**src/rtl/led_gradient_pkg.sv**
```systemverilog
// Shared types and the per-channel value function for the LED pattern generator.
package led_gradient_pkg;

  typedef enum logic [1:0] {
    MODE_STATIC  = 2'd0,
    MODE_ROTATE  = 2'd1,
    MODE_BREATHE = 2'd2
  } mode_e;

  typedef enum logic {
    BR_UP   = 1'b0,
    BR_DOWN = 1'b1
  } br_state_e;

  // Widest compare value the helper supports; callers truncate to their width.
  localparam int unsigned ValW = 16;

  function automatic logic [ValW-1:0] chan_val(input mode_e           m,
                                               input int unsigned     idx,
                                               input logic [ValW-1:0] phase,
                                               input logic [ValW-1:0] level,
                                               input int unsigned     ctr_len);
    logic [ValW-1:0] v;
    logic [ValW-1:0] mask;
    mask = ValW'((32'd1 << ctr_len) - 32'd1);
    case (m)
      MODE_ROTATE:  v = ValW'(idx) + phase;
      MODE_BREATHE: v = level;
      default:      v = ValW'(idx);
    endcase
    return v & mask;
  endfunction

endpackage

```
**src/rtl/step_timer.sv**
```systemverilog
// Prescaler for pattern steps: step is high in the cycle whose edge ends a TICK_DIV period.
module step_timer #(
  parameter int unsigned TICK_DIV = 25000000
) (
  input  logic clk,
  input  logic rst_n,
  input  logic en,
  output logic step
);

  localparam int unsigned CntW = (TICK_DIV > 1) ? $clog2(TICK_DIV) : 1;
  localparam logic [CntW-1:0] CntMax = CntW'(TICK_DIV - 1);

  logic [CntW-1:0] r_cnt;

  assign step = en && (r_cnt == CntMax);

  // Counter freezes (does not clear) while en is low.
  always_ff @(posedge clk) begin
    if (!rst_n) begin
      r_cnt <= '0;
    end else if (en) begin
      r_cnt <= step ? '0 : r_cnt + 1'b1;
    end
  end

endmodule

```
**src/rtl/led_gradient_gen.sv**
```systemverilog
// Pattern source for the LED PWM bank: static, rotating and breathing compare values.
// Optional macro LED_GRADIENT_PWM_SYNC_EN defers compare_out loads to PWM counter wraps.
module led_gradient_gen
  import led_gradient_pkg::*;
#(
  parameter int unsigned CTR_LEN  = 3,
  parameter int unsigned NUM_CH   = 8,
  parameter int unsigned TICK_DIV = 25000000
) (
  input  logic                      clk,
  input  logic                      rst_n,
  input  logic                      en,
  input  logic [1:0]                mode,
  input  logic                      dir,
  output logic [NUM_CH*CTR_LEN-1:0] compare_out,
  output logic                      step_stb
`ifdef LED_GRADIENT_PWM_SYNC_EN
  ,
  input  logic                      pwm_wrap
`endif
);

  localparam logic [CTR_LEN-1:0] LvlMax = '1;

  logic                      w_step;
  mode_e                     w_mode_in;
  mode_e                     r_mode, w_mode_d;
  logic [CTR_LEN-1:0]        r_phase, w_phase_d;
  logic [CTR_LEN-1:0]        r_level, w_level_d;
  br_state_e                 r_br, w_br_d;
  logic                      r_step_stb;
  logic [NUM_CH*CTR_LEN-1:0] r_compare;
  logic [NUM_CH*CTR_LEN-1:0] w_cmp_next;
  logic [NUM_CH*CTR_LEN-1:0] w_cmp_reset;

  step_timer #(
    .TICK_DIV(TICK_DIV)
  ) u_step_timer (
    .clk  (clk),
    .rst_n(rst_n),
    .en   (en),
    .step (w_step)
  );

  assign w_mode_in = (mode == 2'd3) ? MODE_STATIC : mode_e'(mode);

  always_comb begin
    w_mode_d  = r_mode;
    w_phase_d = r_phase;
    w_level_d = r_level;
    w_br_d    = r_br;
    if (w_step) begin
      w_mode_d = w_mode_in;
      case (w_mode_in)
        MODE_ROTATE: w_phase_d = dir ? r_phase - 1'b1 : r_phase + 1'b1;
        MODE_BREATHE: begin
          if (r_mode != MODE_BREATHE) begin
            w_level_d = '0;
            w_br_d    = BR_UP;
          end else if (r_br == BR_UP) begin
            // Each extreme is held for exactly one step before turning around.
            if (r_level == LvlMax) begin
              w_br_d    = BR_DOWN;
              w_level_d = LvlMax - 1'b1;
            end else begin
              w_level_d = r_level + 1'b1;
            end
          end else begin
            if (r_level == '0) begin
              w_br_d    = BR_UP;
              w_level_d = CTR_LEN'(1);
            end else begin
              w_level_d = r_level - 1'b1;
            end
          end
        end
        default: ;
      endcase
    end
  end

  always_comb begin
    w_cmp_next  = '0;
    w_cmp_reset = '0;
    for (int unsigned i = 0; i < NUM_CH; i++) begin
      w_cmp_next[i*CTR_LEN +: CTR_LEN] =
          CTR_LEN'(chan_val(w_mode_d, i, ValW'(w_phase_d), ValW'(w_level_d), CTR_LEN));
      w_cmp_reset[i*CTR_LEN +: CTR_LEN] =
          CTR_LEN'(chan_val(MODE_STATIC, i, '0, '0, CTR_LEN));
    end
  end

  always_ff @(posedge clk) begin
    if (!rst_n) begin
      r_mode     <= MODE_STATIC;
      r_phase    <= '0;
      r_level    <= '0;
      r_br       <= BR_UP;
      r_step_stb <= 1'b0;
    end else begin
      r_mode     <= w_mode_d;
      r_phase    <= w_phase_d;
      r_level    <= w_level_d;
      r_br       <= w_br_d;
      r_step_stb <= w_step;
    end
  end

`ifdef LED_GRADIENT_PWM_SYNC_EN
  logic r_pend;

  // Loads use next-state so a step coinciding with a wrap is picked up at that edge.
  always_ff @(posedge clk) begin
    if (!rst_n) begin
      r_compare <= w_cmp_reset;
      r_pend    <= 1'b0;
    end else if (pwm_wrap && (r_pend || w_step)) begin
      r_compare <= w_cmp_next;
      r_pend    <= 1'b0;
    end else if (w_step) begin
      r_pend    <= 1'b1;
    end
  end
`else
  // In the step_stb cycle next-state equals the freshly stepped state.
  always_ff @(posedge clk) begin
    if (!rst_n) begin
      r_compare <= w_cmp_reset;
    end else if (r_step_stb) begin
      r_compare <= w_cmp_next;
    end
  end
`endif

  assign compare_out = r_compare;
  assign step_stb    = r_step_stb;

endmodule
```
**config.mk**
```make
export PLATFORM = sky130hd
export DESIGN_NAME = led_gradient_gen
export DESIGN_NICKNAME = d
export VERILOG_FILES = /design/src/rtl/led_gradient_pkg.sv /design/src/rtl/step_timer.sv /design/src/rtl/led_gradient_gen.sv
export SDC_FILE = /design/constraint.sdc
export NUM_CORES = 1
export LEC_CHECK = 0
export BUFFER_PORTS_ARGS = -buffer_cell sky130_fd_sc_hd__clkbuf_2
export CORE_MARGIN = 1
export CORE_UTILIZATION = 58
export CTS_CLUSTER_SIZE = 20
export DETAILED_ROUTE_END_ITERATION = 6
export HOLD_SLACK_MARGIN = 0.08
export PLACE_DENSITY = 0.85
export SLEW_MARGIN = 20
export SYNTH_ARGS = -nofsm -noshare
export SYNTH_HDL_FRONTEND = slang
export SYNTH_SLANG_ARGS = --single-unit
```
**constraint.sdc**
```tcl
create_clock -name clk -period 3.3 [get_ports clk]
set_clock_uncertainty 0.15 [all_clocks]
set_input_delay 0.66 -clock clk [delete_from_list [all_inputs] [get_ports clk]]
set_output_delay 0.66 -clock clk [all_outputs]
set_load 0.01 [all_outputs]
```
After elaboration in Yosys (flattened, before gate mapping):

Index checks and enable logic that the tools add are counted.

* flip-flop bits (word level): 59
* input port bits: 6
* output and inout port bits: 25
* word-level logic and storage cells: 54

* add/sub/neg operators: 12
* eq/ne operators: 8
* mux-type cells: 24
* reductions and logical operators: 3

Operators with widths (count)
* $pmux 3 s2: 8
* $mux 3: 9
* $add 25x1->25 const B: 1
* $eq 25x25->1 const B: 1
* $mux 25: 1
* $add 3x3->3 const A: 4
* $add 2x3->3 const A: 2
* $add 3x1->3 const B: 2
* $eq 2x2->1 const B: 3
* $sub 3x1->3 const B: 2
* $eq 2x1->1 const B: 2
* $mux 1: 4
* $mux 2: 2
* $add 1x3->3 const A: 1
* $eq 3x3->1 const B: 1
* $logic_not 3->1: 1
* $ne 2x2->1 const B: 1
* $reduce_and 2->1: 1
* $logic_and 1x1->1: 1

Logic depth before layout (Yosys ltp):

Gate-level depths: netlist of run 1.

* word-level depth: 7
* mapped depth: 12
* gate-level depth less buffers: 10

Hierarchy:

From an unflattened synthesis of run 1, not the netlist that was laid out.

* cell total of the unflattened synthesis: 292
* area total of the unflattened synthesis: 2655.0 um^2

By module, submodules not included
* led_gradient_gen: instances 1, cells each 155, area each 1416.4 um^2, sequential area each 480.5 um^2
* step_timer: instances 1, cells each 137, area each 1238.7 um^2, sequential area each 500.5 um^2

Worst setup path before layout of run 1:

OpenSTA, ideal clock, no wires.

* kind: input to register
* start point: input en
* end point: register r_compare[8], in the netlist compare_out[8]
* data arrival time: 2.777 ns
* data required time: 3.028 ns
* path slack: 0.251 ns
* cell stages on the path: 12
* cells stage by stage: buf_4 -> nand4_2 -> or2_1 -> buf_6 -> or3_1 -> a21oi_1 -> inv_1 -> ha_1 -> clkbuf_1 -> nand2b_1 -> mux2i_1 -> a221o_1

* longest elaborated chain between the ends: 4

Ends and longest elaborated chain
* from (decl): line led_gradient_gen.sv:12 `input logic en,`
* $logic_and 1x1->1 (*): line step_timer.sv:16 `assign step = en && (r_cnt == CntMax);`
* $mux 2 (*): line led_gradient_gen.sv:52 `if (w_step) begin`
* net w_mode_d[0]: line led_gradient_gen.sv:27 `mode_e r_mode, w_mode_d;`
* $eq 2x2->1 or $eq 2x1->1 (tied branches): line led_gradient_pkg.sv:26 `case (m)`
* $pmux 3 s2 (*): line led_gradient_pkg.sv:26
* to (signal assigned): line led_gradient_gen.sv:128 `r_compare <= w_cmp_reset;`
* to (signal assigned): line led_gradient_gen.sv:130 `r_compare <= w_cmp_next;`
* to (decl): line led_gradient_gen.sv:32 `logic [NUM_CH*CTR_LEN-1:0] r_compare;`

Mark *: on every way through the listed nets, which the timed path passes. The rest lies on a longest branch.
A chain may end at the register's enable or synchronous reset.

Worst setup path after layout of run 1:

* start point: register u_step_timer.r_cnt[0]
* end point: register r_compare[23], in the netlist compare_out[23]

* longest elaborated chain between the ends: 5

Ends and longest elaborated chain
* from (decl): line step_timer.sv:14 `logic [CntW-1:0] r_cnt;`
* from (signal assigned): line step_timer.sv:23 `r_cnt <= step ? '0 : r_cnt + 1'b1;`
* $eq 25x25->1 (*): line step_timer.sv:16
* $logic_and 1x1->1 (*): line step_timer.sv:16
* $mux 2 (*): line led_gradient_gen.sv:52
* net w_mode_d[1]: line led_gradient_gen.sv:27
* $eq 2x2->1 or $eq 2x1->1 (tied branches): line led_gradient_pkg.sv:26
* $pmux 3 s2 (*): line led_gradient_pkg.sv:26

Marks and branches as above.

==> results.txt, run 1 <==
status = complete, no violations
Max Freq = 329 MHz
critical path class = reg2reg
clk root buf = clkbuf_8
critical path data arrival time = 3.09 ns
RR Endpoint = compare_out[23]
top cells by area, synth = dfxtp_1 (38%), xor2_1 (6.8%), nor2_1 (6.5%)
Netlist cell types = 50
DRC = 0
Worst R2R Path Depth = 10
CTS resizes = 0
initial antenna violation count = 0
Fill cells = 345
Final setup viols = 0
clk_lat worst skew = 0.31 ns
Ys Warns = 0
vias in the first global route = 1945
GR Overflow Total = 0
io pins = 31
std cell rows = 23
Static Leak = 1.18 nW
CP Max Fanout = 6
die height = 68.9 um
Post-CTS Setup Bufs = 0
first-pass GRT wire length = 8.39 mm
synth cell count leaders = dfxtp_1 (49), nor2_1 (45), nand2_1 (23), xor2_1 (20), a21oi_1 (16)
Area after DPL = 0.00274 mm2
DR iter-0 viols = 114
Yosys top cell by area = dfxtp_1
via count of the routed design = 2067
hpwl dp = 3.74 mm
Synth Register Bits = 49
FF-to-FF Start = u_step_timer.r_cnt[0]
Syn Inst Count = 296
crit-path cells = ha_1, nand2_1, or2_1, or3_1, a21o_1, ha_1, nor2b_1, and2_1, and2_1, a21oi_1
Async S/R FF share, synth = 0%
main flop type after synthesis = dfxtp_1
relative slew slack = 61.1%
Post-Syn Area per Cell = 8.77 um2
fin crit share = 92.1%
area grow syn2layout = 9.35%
wirelength, routed = 5.11 mm
First-pass DRT Iterations = 4
number of max-cap violations = 0
cell area after layout = 0.00284 mm2
Seq/Total Area, Yosys = 37.8%
worst endpoint required time = 3.35 ns
Slowest-stage cell, CP = or3_1
diode count = 0
Initial Util = 62.6%
drt via density = 5.54
Worst Setup SP = u_step_timer.r_cnt[0]
Slew Viols, Final = 0
die area = 0.00475 mm2
Hold Violations, Final = 0
RSZ-0062 raised after global routing = no
CTS buffer count = 5
H-Tree Level Count = 2
Worst setup SP type = flip-flop
Hold Path Depth = 2
Post-Syn Area = 0.00259 mm2
final RePlAce weighted congestion = 0.817
CTS clk-pin slew, worst paths = 0.09 ns
Peak VDD IR = 0.286 mV
Die X = 68.9 um
CTS sink count = 49
CTS tree = yes
setup slack, reg-to-reg = 0.26 ns
Critical Path End Type = flip-flop
power per cell area = 352 mW/mm2
Synthesized Nets = 312
number of synthesized flops with an enable pin = 0
Bufs on Longest Clock Path = 2
final antenna-violating net count = 0
largest net degree at the start of global routing = 26
Least-Margin Pin Slew = 0.581 ns
DR WL/cell = 13.7 um
layout net count = 338
core box area = 0.00414 mm2
slowest stage delay, CP = 0.47 ns
GRT Resource Usage Total = 24.4%
Critical Path End = compare_out[23]
hold buffer count at cts = 0
# port buffers = 30
post-synth top area share = 37.8%
Hold WC Path Type = reg2reg
setup_tns = 0 ns
Final min period = 3.04 ns
top-count cell post-synth = dfxtp_1
fraction of layout cells with a size suffix above 1 = 18.0%
## how the worst min path moves through the flow
stage	endpoint	from
5_1_grt	compare_out[11]	compare_out[11]
6_report	compare_out[16]	compare_out[16]
3_5_place_dp	compare_out[11]	compare_out[11]
4_1_cts	compare_out[16]	compare_out[16]
3_3_place_gp	compare_out[16]	compare_out[16]
2_1_floorplan	r_br	r_br
## cells by family (layout without fill, tap and decap cells)
logic type               Yosys count  after routing  synth area share [%]
flip-flops                        49             49                  37.8
XOR/XNOR                          31             31                  11.0
AO/OA/AOI/OAI                     39             39                  9.11
adder cells (fa/ha/maj)           10             10                  5.11
buffers and inverters             28             55                  6.03
AND/OR/NAND/NOR                  131            131                  27.6
multiplexers                       8              8                  3.37
## stage by stage
step	setup slack, ns	utilization (%)	std cells	hold slack [ns]	total power, mW
after detailed placement	-0.0193	66.1	365	0.319	0.640
after global placement	0.167	66.1	365	0.316	0.639
final	0.259	68.5	373	0.333	0.998
after global routing	0.0476	68.5	373	0.367	1.03
after floorplan	0.251	-	296	0.333	0.632
after CTS	0.191	68.4	373	0.339	1.01
## registers in the layout (all words and copies together) (netlist names)
signal	count
step_stb	1
r_phase	3
u_step_timer.r_cnt	25
r_br	1
r_mode	2
compare_out	14
r_level	3
## cell type report
cell class                 instances  area, um2  share of cell area, %
sequential                        49        981                   34.6
clock inverter                     2       13.8                  0.485
timing repair buffer              36        195                   6.88
clock buffer                       6       82.6                   2.91
inverter                          11       41.3                   1.46
multi-input combinational        219       1460                   51.5
tap                               50       62.6                   2.20
## cell usage in the layout (no fill, tap or decap), types with 5 or more instances in the layout
cell / instances
nand3_1: 6
and3_1: 6
o21ai_0: 9
dfxtp_1: 49
ha_1: 9
nand2_1: 23
xor2_1: 20
nand2b_1: 8
nand4_1: 8
and2_1: 5
xnor2_1: 10
inv_1: 11
clkbuf_2: 30
nor2_1: 45
a21oi_1: 15
mux2i_1: 5
buf_4: 6
clkbuf_8: 6
## per-layer routing
layer | wire length, um | track usage [%] | up-vias
met3 | 136 | 4.61 | 9
met4 | 100 | 12.5 | 0
met5 | 0 | 0 | -
met1 | 2260 | 25.5 | 967
li1 | - | - | 1050
met2 | 2620 | 45.6 | 41
## power breakdown
group	internal (mW)	total (mW)	switching (mW)
sequential	0.593	0.596	0.00254
combinational	0.0111	0.0308	0.0197
clock	0.170	0.371	0.201
## critical path: cells and delay by family (launching register included)
family | cells | cell delay, ns
fa+ha+maj | 2 | 0.49
simple gates | 6 | 1.56
compound gates | 2 | 0.33
flops | 1 | 0.39
(Power assumes the default switching activity.)
==> inputs of run 2 (changes only) <==
--- a/config.mk
+++ b/config.mk
@@ -12,6 +12,7 @@
 export DETAILED_ROUTE_END_ITERATION = 6
 export HOLD_SLACK_MARGIN = 0.08
 export PLACE_DENSITY = 0.85
+export RECOVER_POWER = 50
 export SLEW_MARGIN = 20
 export SYNTH_ARGS = -nofsm -noshare
 export SYNTH_HDL_FRONTEND = slang
==> run 2 against run 1 <==
  * Flip-flop and latch count unchanged
  * Wire length hardly changed
  * Via count down 1.4%
  * Sequential power about the same
  * Sequential share of layout area rose by 0.73 points
  * Total power barely moved
  * Critical endpoint unchanged
  * Largest cell class unchanged
==> results.txt, run 2 (synthesis gave the netlist of run 1 again) <==
status = complete, no violations
GR Overflow Total = 0 (unchanged)
std cell rows = 23 (unchanged)
setup slack, reg-to-reg = 0.27 ns (+0.02 ns)
Worst Setup SP = u_step_timer.r_cnt[0]
initial antenna violation count = 0 (unchanged)
final antenna-violating net count = 0 (unchanged)
GRT Resource Usage Total = 24.4% (unchanged)
Worst setup SP type = flip-flop
RR Endpoint = compare_out[23]
number of max-cap violations = 0 (unchanged)
CTS clk-pin slew, worst paths = 0.09 ns (about the same)
Worst R2R Path Depth = 10 (unchanged)
critical path data arrival time = 3.07 ns (-0.02 ns)
hpwl dp = 3.74 mm (unchanged)
Bufs on Longest Clock Path = 2 (unchanged)
Routed met2 length = 2.61 mm (-0.27%)
CTS tree = yes
fraction of layout cells with a size suffix above 1 = 8.98% (-9.0 points)
final std cells w/o fill = 373 (unchanged)
critical path class = reg2reg
Max Freq = 330 MHz (+0.50%)
Reg with most FFs = u_step_timer.r_cnt
DRC = 0 (unchanged)
area grow syn2layout = 7.09%
met3 wire len = 149 um (+9.6%)
DR WL/cell = 13.7 um (about the same)
Peak VDD IR = 0.285 mV (-0.12%)
core box area = 0.00414 mm2 (unchanged)
CTS buffer count = 5 (unchanged)
Internal = 0.774 mW (about the same)
First-pass DRT Iterations = 4 (unchanged)
Hold Path Depth = 2 (unchanged)
largest net degree at the start of global routing = 26 (unchanged)
worst endpoint required time = 3.35 ns (about the same)
layout net count = 338 (unchanged)
most frequent cells in the layout = dfxtp_1 (49), nor2_1 (45), clkbuf_1 (27)
wirelength, routed = 5.11 mm (about the same)
FF-to-FF Start = u_step_timer.r_cnt[0]
CP Max Fanout = 6 (unchanged)
Hold Violations, Final = 0 (unchanged)
io pins = 31 (unchanged)
first-pass GRT wire length = 8.39 mm (unchanged)
power per cell area = 359 mW/mm2 (+2.1%)
drt via density = 5.46 (-1.4%)
die area = 0.00475 mm2 (unchanged)
Area after DPL = 0.00274 mm2 (unchanged)
cell area after layout = 0.00278 mm2 (-2.1%)
commonest non-fill, non-tap cell in the layout = dfxtp_1
Hold Crit Start = compare_out[16]
DR iter-0 viols = 105 (-7.9%)
Static Leak = 1.09 nW (-8.1%)
RSZ-0062 raised after global routing = no
top sig layer = met4
Gate power share = 3.0% (about the same)
Hold WS = 0.333 ns (-0.000140 ns)
final RePlAce weighted congestion = 0.817 (unchanged)
Slew Viols, Final = 0 (unchanged)
Least-Margin Pin Slew = 1.06 ns (+0.482 ns)
Fill cells = 369 (+7.0%)
vias in the first global route = 1945 (unchanged)
power consumption = 0.998 mW (about the same)
hold buffer count at cts = 0 (unchanged)
Critical Path End Type = flip-flop
Final setup viols = 0 (unchanged)
max reg flops = 25 (unchanged)
H-Tree Level Count = 2 (unchanged)
CTS sink count = 49 (unchanged)
clk root buf = clkbuf_8
Final min period = 3.03 ns (-0.0151 ns)
fin crit share = 91.7% (-0.46 points)
# port buffers = 30 (unchanged)
Switch Pwr = 0.224 mW (+0.31%)
diode count = 0 (unchanged)
part of the power in the clock network = 37.3% (about the same)
Initial Util = 62.6% (unchanged)
Post-CTS Setup Bufs = 0 (unchanged)
hold endpoint = compare_out[16]
WL met1 = 2.24 mm (-0.71%)
via count of the routed design = 2038 (-1.4%)
relative slew slack = 29.1% (-32 points)
final core utilization = 67.1% (-1.4 points)
die height = 68.9 um (unchanged)
Die X = 68.9 um (unchanged)
placed instance count = 365 (unchanged)
sequential share of power = 59.7% (about the same)
sw frac = 22.4% (+0.067 points)
clk_lat worst skew = 0.31 ns (about the same)
Hold WC Path Type = reg2reg
==> run 2: changes by cell type in the layout (fill, tap and decap cells not counted), sizes merged <==
cell    previous run  this run
buf                6         4
clkbuf            36        38
==> run 2: per-layer routing <==
layer  global-route usage [%]  vias up
met5                        0        -
met4                     12.5        0
met3                     4.61        9
met2                     45.6       33
met1                     25.5      947
li1                         -     1049
==> run 2: repair_timing <==
action,4_1_cts,5_1_grt
gates resized for setup,0,1
endpoints found under the setup margin,0,2
endpoints found under the hold margin,0,0
==> run 2: power by group through the flow <==
| stage | Combinational [mW] | Clock [mW] | Sequential [mW] |
|---|---|---|---|
| global route | 0.0336 | 0.397 | 0.597 |
| floorplan | 0.0224 | 0 | 0.609 |
| CTS | 0.0308 | 0.379 | 0.596 |
| detailed placement | 0.0307 | 0 | 0.610 |
| global placement | 0.0299 | 0 | 0.610 |
| finish | 0.0297 | 0.372 | 0.596 |
==> run 2: worst max path at each step <==
| stage | endpoint |
|---|---|
| after global routing | compare_out[5] |
| after CTS | compare_out[23] |
| after global placement | compare_out[14] |
| final | compare_out[23] |
| after detailed placement | compare_out[23] |
| after floorplan | compare_out[8] |
==> run 2: area by class of cell <==
cell class | instances | area, um2 | area share [%]
inverters | 11 | 41.3 | 1.49
repair buffers | 36 | 156 | 5.63
clock inverters | 2 | 13.8 | 0.495
clock buffers | 6 | 82.6 | 2.97
flip-flops and latches | 49 | 981 | 35.3
multi-input cells | 219 | 1440 | 51.9
well taps | 50 | 62.6 | 2.25
==> run 2: metrics by stage <==
| step | worst slack [ns] | setup TNS, ns |
|---|---|---|
| 2_1_floorplan | 0.251 | 0 |
| 3_3_place_gp | 0.167 | 0 |
| 3_5_place_dp | -0.0193 | -0.0193 |
| 4_1_cts | 0.191 | 0 |
| 5_1_grt | 0.0766 | 0 |
| 6_report | 0.274 | 0 |
==> run 2: worst max-delay path, cell delays in order (launching register included) <==
cell and delay [ns]:
dfxtp_1 0.40, ha_1 0.21, nand2_1 0.10, or2_1 0.33, or3_1 0.46, a21o_1 0.23
ha_1 0.28, nor2b_1 0.16, and2_1 0.24, and2_1 0.24, a21oi_1 0.10
==> inputs of run 3 (changes only) <==
--- a/config.mk
+++ b/config.mk
@@ -5,13 +5,14 @@
 export SDC_FILE = /design/constraint.sdc
 export NUM_CORES = 1
 export LEC_CHECK = 0
+export ABC_AREA = 1
 export BUFFER_PORTS_ARGS = -buffer_cell sky130_fd_sc_hd__clkbuf_2
 export CORE_MARGIN = 1
-export CORE_UTILIZATION = 58
+export CORE_UTILIZATION = 59
 export CTS_CLUSTER_SIZE = 20
 export DETAILED_ROUTE_END_ITERATION = 6
 export HOLD_SLACK_MARGIN = 0.08
-export PLACE_DENSITY = 0.85
+export PLACE_DENSITY = 0.86
 export RECOVER_POWER = 50
 export SLEW_MARGIN = 20
 export SYNTH_ARGS = -nofsm -noshare
==> run 3 against run 2 <==
  * Wire length rose by 26%
  * Largest cell class unchanged
  * Worst hold slack lost 0.0092 ns
  * Register-to-register slack better by 0.30 ns
  * Global-route usage increased by 1.5 points
  * Combinational power is 21% higher
  * Largest power group unchanged
==> results.txt, run 3 <==
status = complete, no violations
power per cell area = 331 mW/mm2 (-7.7%)
Static Leak = 1.28 nW (+17%)
Least-Margin Pin Slew = 0.613 ns (-0.450 ns)
largest net degree at the start of global routing = 25 (-3.8%)
wirelength, routed = 6.45 mm (+26%)
CP Max Fanout = 9 (+3)
CTS tree = yes
layout net count = 471 (+39%)
RSZ-0062 raised after global routing = no
drt via density = 5.16 (-5.5%)
hpwl dp = 4.95 mm (+32%)
commonest non-fill, non-tap cell in the layout = nand2_1
setup slack, reg-to-reg = 0.57 ns (+0.30 ns)
DRC = 0 (unchanged)
setup_tns = 0 ns (unchanged)
initial antenna violation count = 0 (unchanged)
area grow syn2layout = 5.73%
Peak VDD IR = 0.262 mV (-8.2%)
die area = 0.00536 mm2 (+13%)
Bufs on Longest Clock Path = 2 (unchanged)
vias in the first global route = 2512 (+29%)
core box area = 0.00482 mm2 (+16%)
clk root buf = clkbuf_8
io pins = 31 (unchanged)
diode count = 0 (unchanged)
Post-Synth Simple-Gate Area = 38.2% (+11 points)
H-Tree Level Count = 2 (unchanged)
fin crit share = 83.5% (-8.2 points)
std cell rows = 25 (+8.7%)
Syn Inst Count = 432 (+46%)
Final setup viols = 0 (unchanged)
Hold Violations, Final = 0 (unchanged)
met2 GRT Util = 45.4% (-0.26 points)
final antenna-violating net count = 0 (unchanged)
Seq/Total Area, Yosys = 32.8% (-5.0 points)
final core utilization = 65.7% (-1.3 points)
CTS resizes = 0 (unchanged)
die height = 73.2 um (+6.3%)
hold buffer count at cts = 0 (unchanged)
critical path data arrival time = 2.84 ns (-0.23 ns)
Slowest-stage cell, CP = clkbuf_1
RR Endpoint = compare_out[18]
Die X = 73.2 um (+6.3%)
via count of the routed design = 2695 (+32%)
worst endpoint required time = 3.39 ns (+0.04 ns)
CTS sink count = 49 (unchanged)
largest family of logic cells by synthesized area = simple AND/OR/NAND/NOR gates
First-pass DRT Iterations = 5 (+1)
GRT Resource Usage Total = 25.9% (+1.5 points)
FF-to-FF Start = u_step_timer.r_cnt[0]
Post-Syn Area = 0.00299 mm2 (+15%)
Netlist cell types = 40 (-20%)
global routing usage on met1 = 32.8% (+7.3 points)
top cells by area, synth = dfxtp_1 (33%), nand2_1 (13%), nor2_1 (6.3%)
most frequent cells in the layout = nand2_1 (107), nor2_1 (54), dfxtp_1 (49)
critical path class = in2reg
final RePlAce weighted congestion = 0.930 (+14%)
top-count cell post-synth = nand2_1
post-synthesis adder-cell area fraction = 4.43% (-0.68 points)
Ys Warns = 0 (unchanged)
Worst path top cell family by delay = simple AND/OR/NAND/NOR gates
Synth Register Bits = 49 (unchanged)
crit-path cells = clkbuf_1, inv_2, nor2_1, nand3_2, nand2_1, inv_1, ha_1, nor2_1, nand2_1, a21oi_1
Yosys top cell by area = dfxtp_1
main flop type after synthesis = dfxtp_1
slowest stage delay, CP = 0.46 ns (about the same)
XOR/XNOR share of the synthesized area = 0.878% (-10 points)
synth cell count leaders = nand2_1 (105), nor2_1 (50), dfxtp_1 (49), inv_1 (44), a21oi_1 (33)
Async S/R FF share, synth = 0% (unchanged)
DR WL/cell = 12.3 um (-9.9%)
Post-Syn Area per Cell = 6.93 um2 (-21%)
most used routing layer = met2
number of max-cap violations = 0 (unchanged)
clk_lat worst skew = 0.30 ns (about the same)
Hold Path Depth = 2 (unchanged)
GR Overflow Total = 0 (unchanged)
Max Freq = 363 MHz (+9.8%)
max reg flops = 25 (unchanged)
Synthesized Nets = 448 (+44%)
CP Buf/Inv Count = 3 (+3)
Slew Viols, Final = 0 (unchanged)
Post-CTS Setup Bufs = 0 (unchanged)
Worst setup SP type = primary input
mux share of post-synthesis cell area = 0% (-3.4 points)
Final min period = 2.75 ns (-0.271 ns)
Hold WC Path Type = reg2reg
placed instance count = 515 (+41%)
CTS buffer count = 5 (unchanged)
Reg with most FFs = u_step_timer.r_cnt
relative slew slack = 59.1% (+30 points)
met3 Use GR = 3.87% (-0.74 points)
post-synth top area share = 32.8% (-5.0 points)
first-pass GRT wire length = 10.9 mm (+30%)
fraction of layout cells with a size suffix above 1 = 13.8% (+4.9 points)
hold endpoint = compare_out[5]
# port buffers = 30 (unchanged)
compound-gate portion of the synthesized area = 12.7% (+3.6 points)
DR iter-0 viols = 174 (+66%)
CTS clk-pin slew, worst paths = 0.09 ns (about the same)
final std cells w/o fill = 522 (+40%)
Worst R2R Path Depth = 10 (unchanged)
Initial Util = 62.2% (-0.46 points)
Critical Path End Type = flip-flop
Hold Crit Start = compare_out[5]
number of synthesized flops with an enable pin = 0 (unchanged)
==> run 3: changes by cell type in the layout (fill, tap and decap cells not counted), moves of 7 or more <==
cell,previous run,this run
o21ai_1,0,7
nand2_2,0,8
nand2_1,23,107
nand2b_1,8,0
nand3_1,6,16
inv_1,11,45
a21oi_1,15,33
nor3_1,4,13
nor2_1,45,54
inv_2,0,14
xor2_1,20,3
xnor2_1,10,0
==> run 3: worst register-to-register path, cell delays in order, from the launching register on <==
cell and delay (ns):
dfxtp_1 0.39, ha_1 0.27, nand3_4 0.12, nor2_1 0.44, nand3_2 0.17, nand2_1 0.15, inv_1 0.07, ha_1 0.31
nor2_1 0.33, nand2_1 0.12, a21oi_1 0.15
==> run 3: worst max path at each step <==
stage | startpoint | to | slack [ns] | cells after the start
2_1_floorplan | en | compare_out[11] | 0.87 | 10
3_3_place_gp | en | compare_out[8] | 0.56 | 10
3_5_place_dp | en | compare_out[18] | 0.52 | 10
4_1_cts | u_step_timer.r_cnt[0] | compare_out[18] | 0.72 | 13
5_1_grt | en | compare_out[18] | 0.31 | 10
6_report | en | compare_out[18] | 0.55 | 10
==> run 3: layout make-up <==
cell class | instances | area (um2)
sequential | 49 | 981
clock buffer | 5 | 68.8
timing repair buffer | 31 | 125
inverter | 61 | 230
multi-input combinational | 307 | 1640
fill | 459 | 1650
tap | 67 | 83.8
clock inverter | 2 | 35.0
==> run 3: routing by layer <==
layer | routed length (um) | up-vias
met2 | 3130 | 59
met5 | 0 | -
met4 | 61 | 0
met3 | 265 | 7
met1 | 2990 | 1216
li1 | - | 1413
==> run 3: per-stage QoR <==
step / hold slack (ns) / cell area (um2) / setup slack (ns) / power (mW)
floorplan: 0.293 / 2990 / 0.875 / 0.634
global placement: 0.300 / 3140 / 0.561 / 0.643
detailed placement: 0.305 / 3140 / 0.524 / 0.645
CTS: 0.326 / 3240 / 0.715 / 1.05
global route: 0.345 / 3170 / 0.311 / 1.08
finish: 0.324 / 3170 / 0.545 / 1.05
==> run 3: logic make-up after synthesis <==
family                   after synthesis
XOR/XNOR                               3
AND/OR/NAND/NOR                      227
AO/OA/AOI/OAI                         67
adder cells (fa/ha/maj)               10
buffers and inverters                 76
flip-flops                            49
==> run 3: where the power goes <==
part           internal [mW]  total [mW]  switching [mW]
registers              0.593       0.595         0.00228
logic                0.00974      0.0360          0.0262
clock network          0.221       0.418           0.197
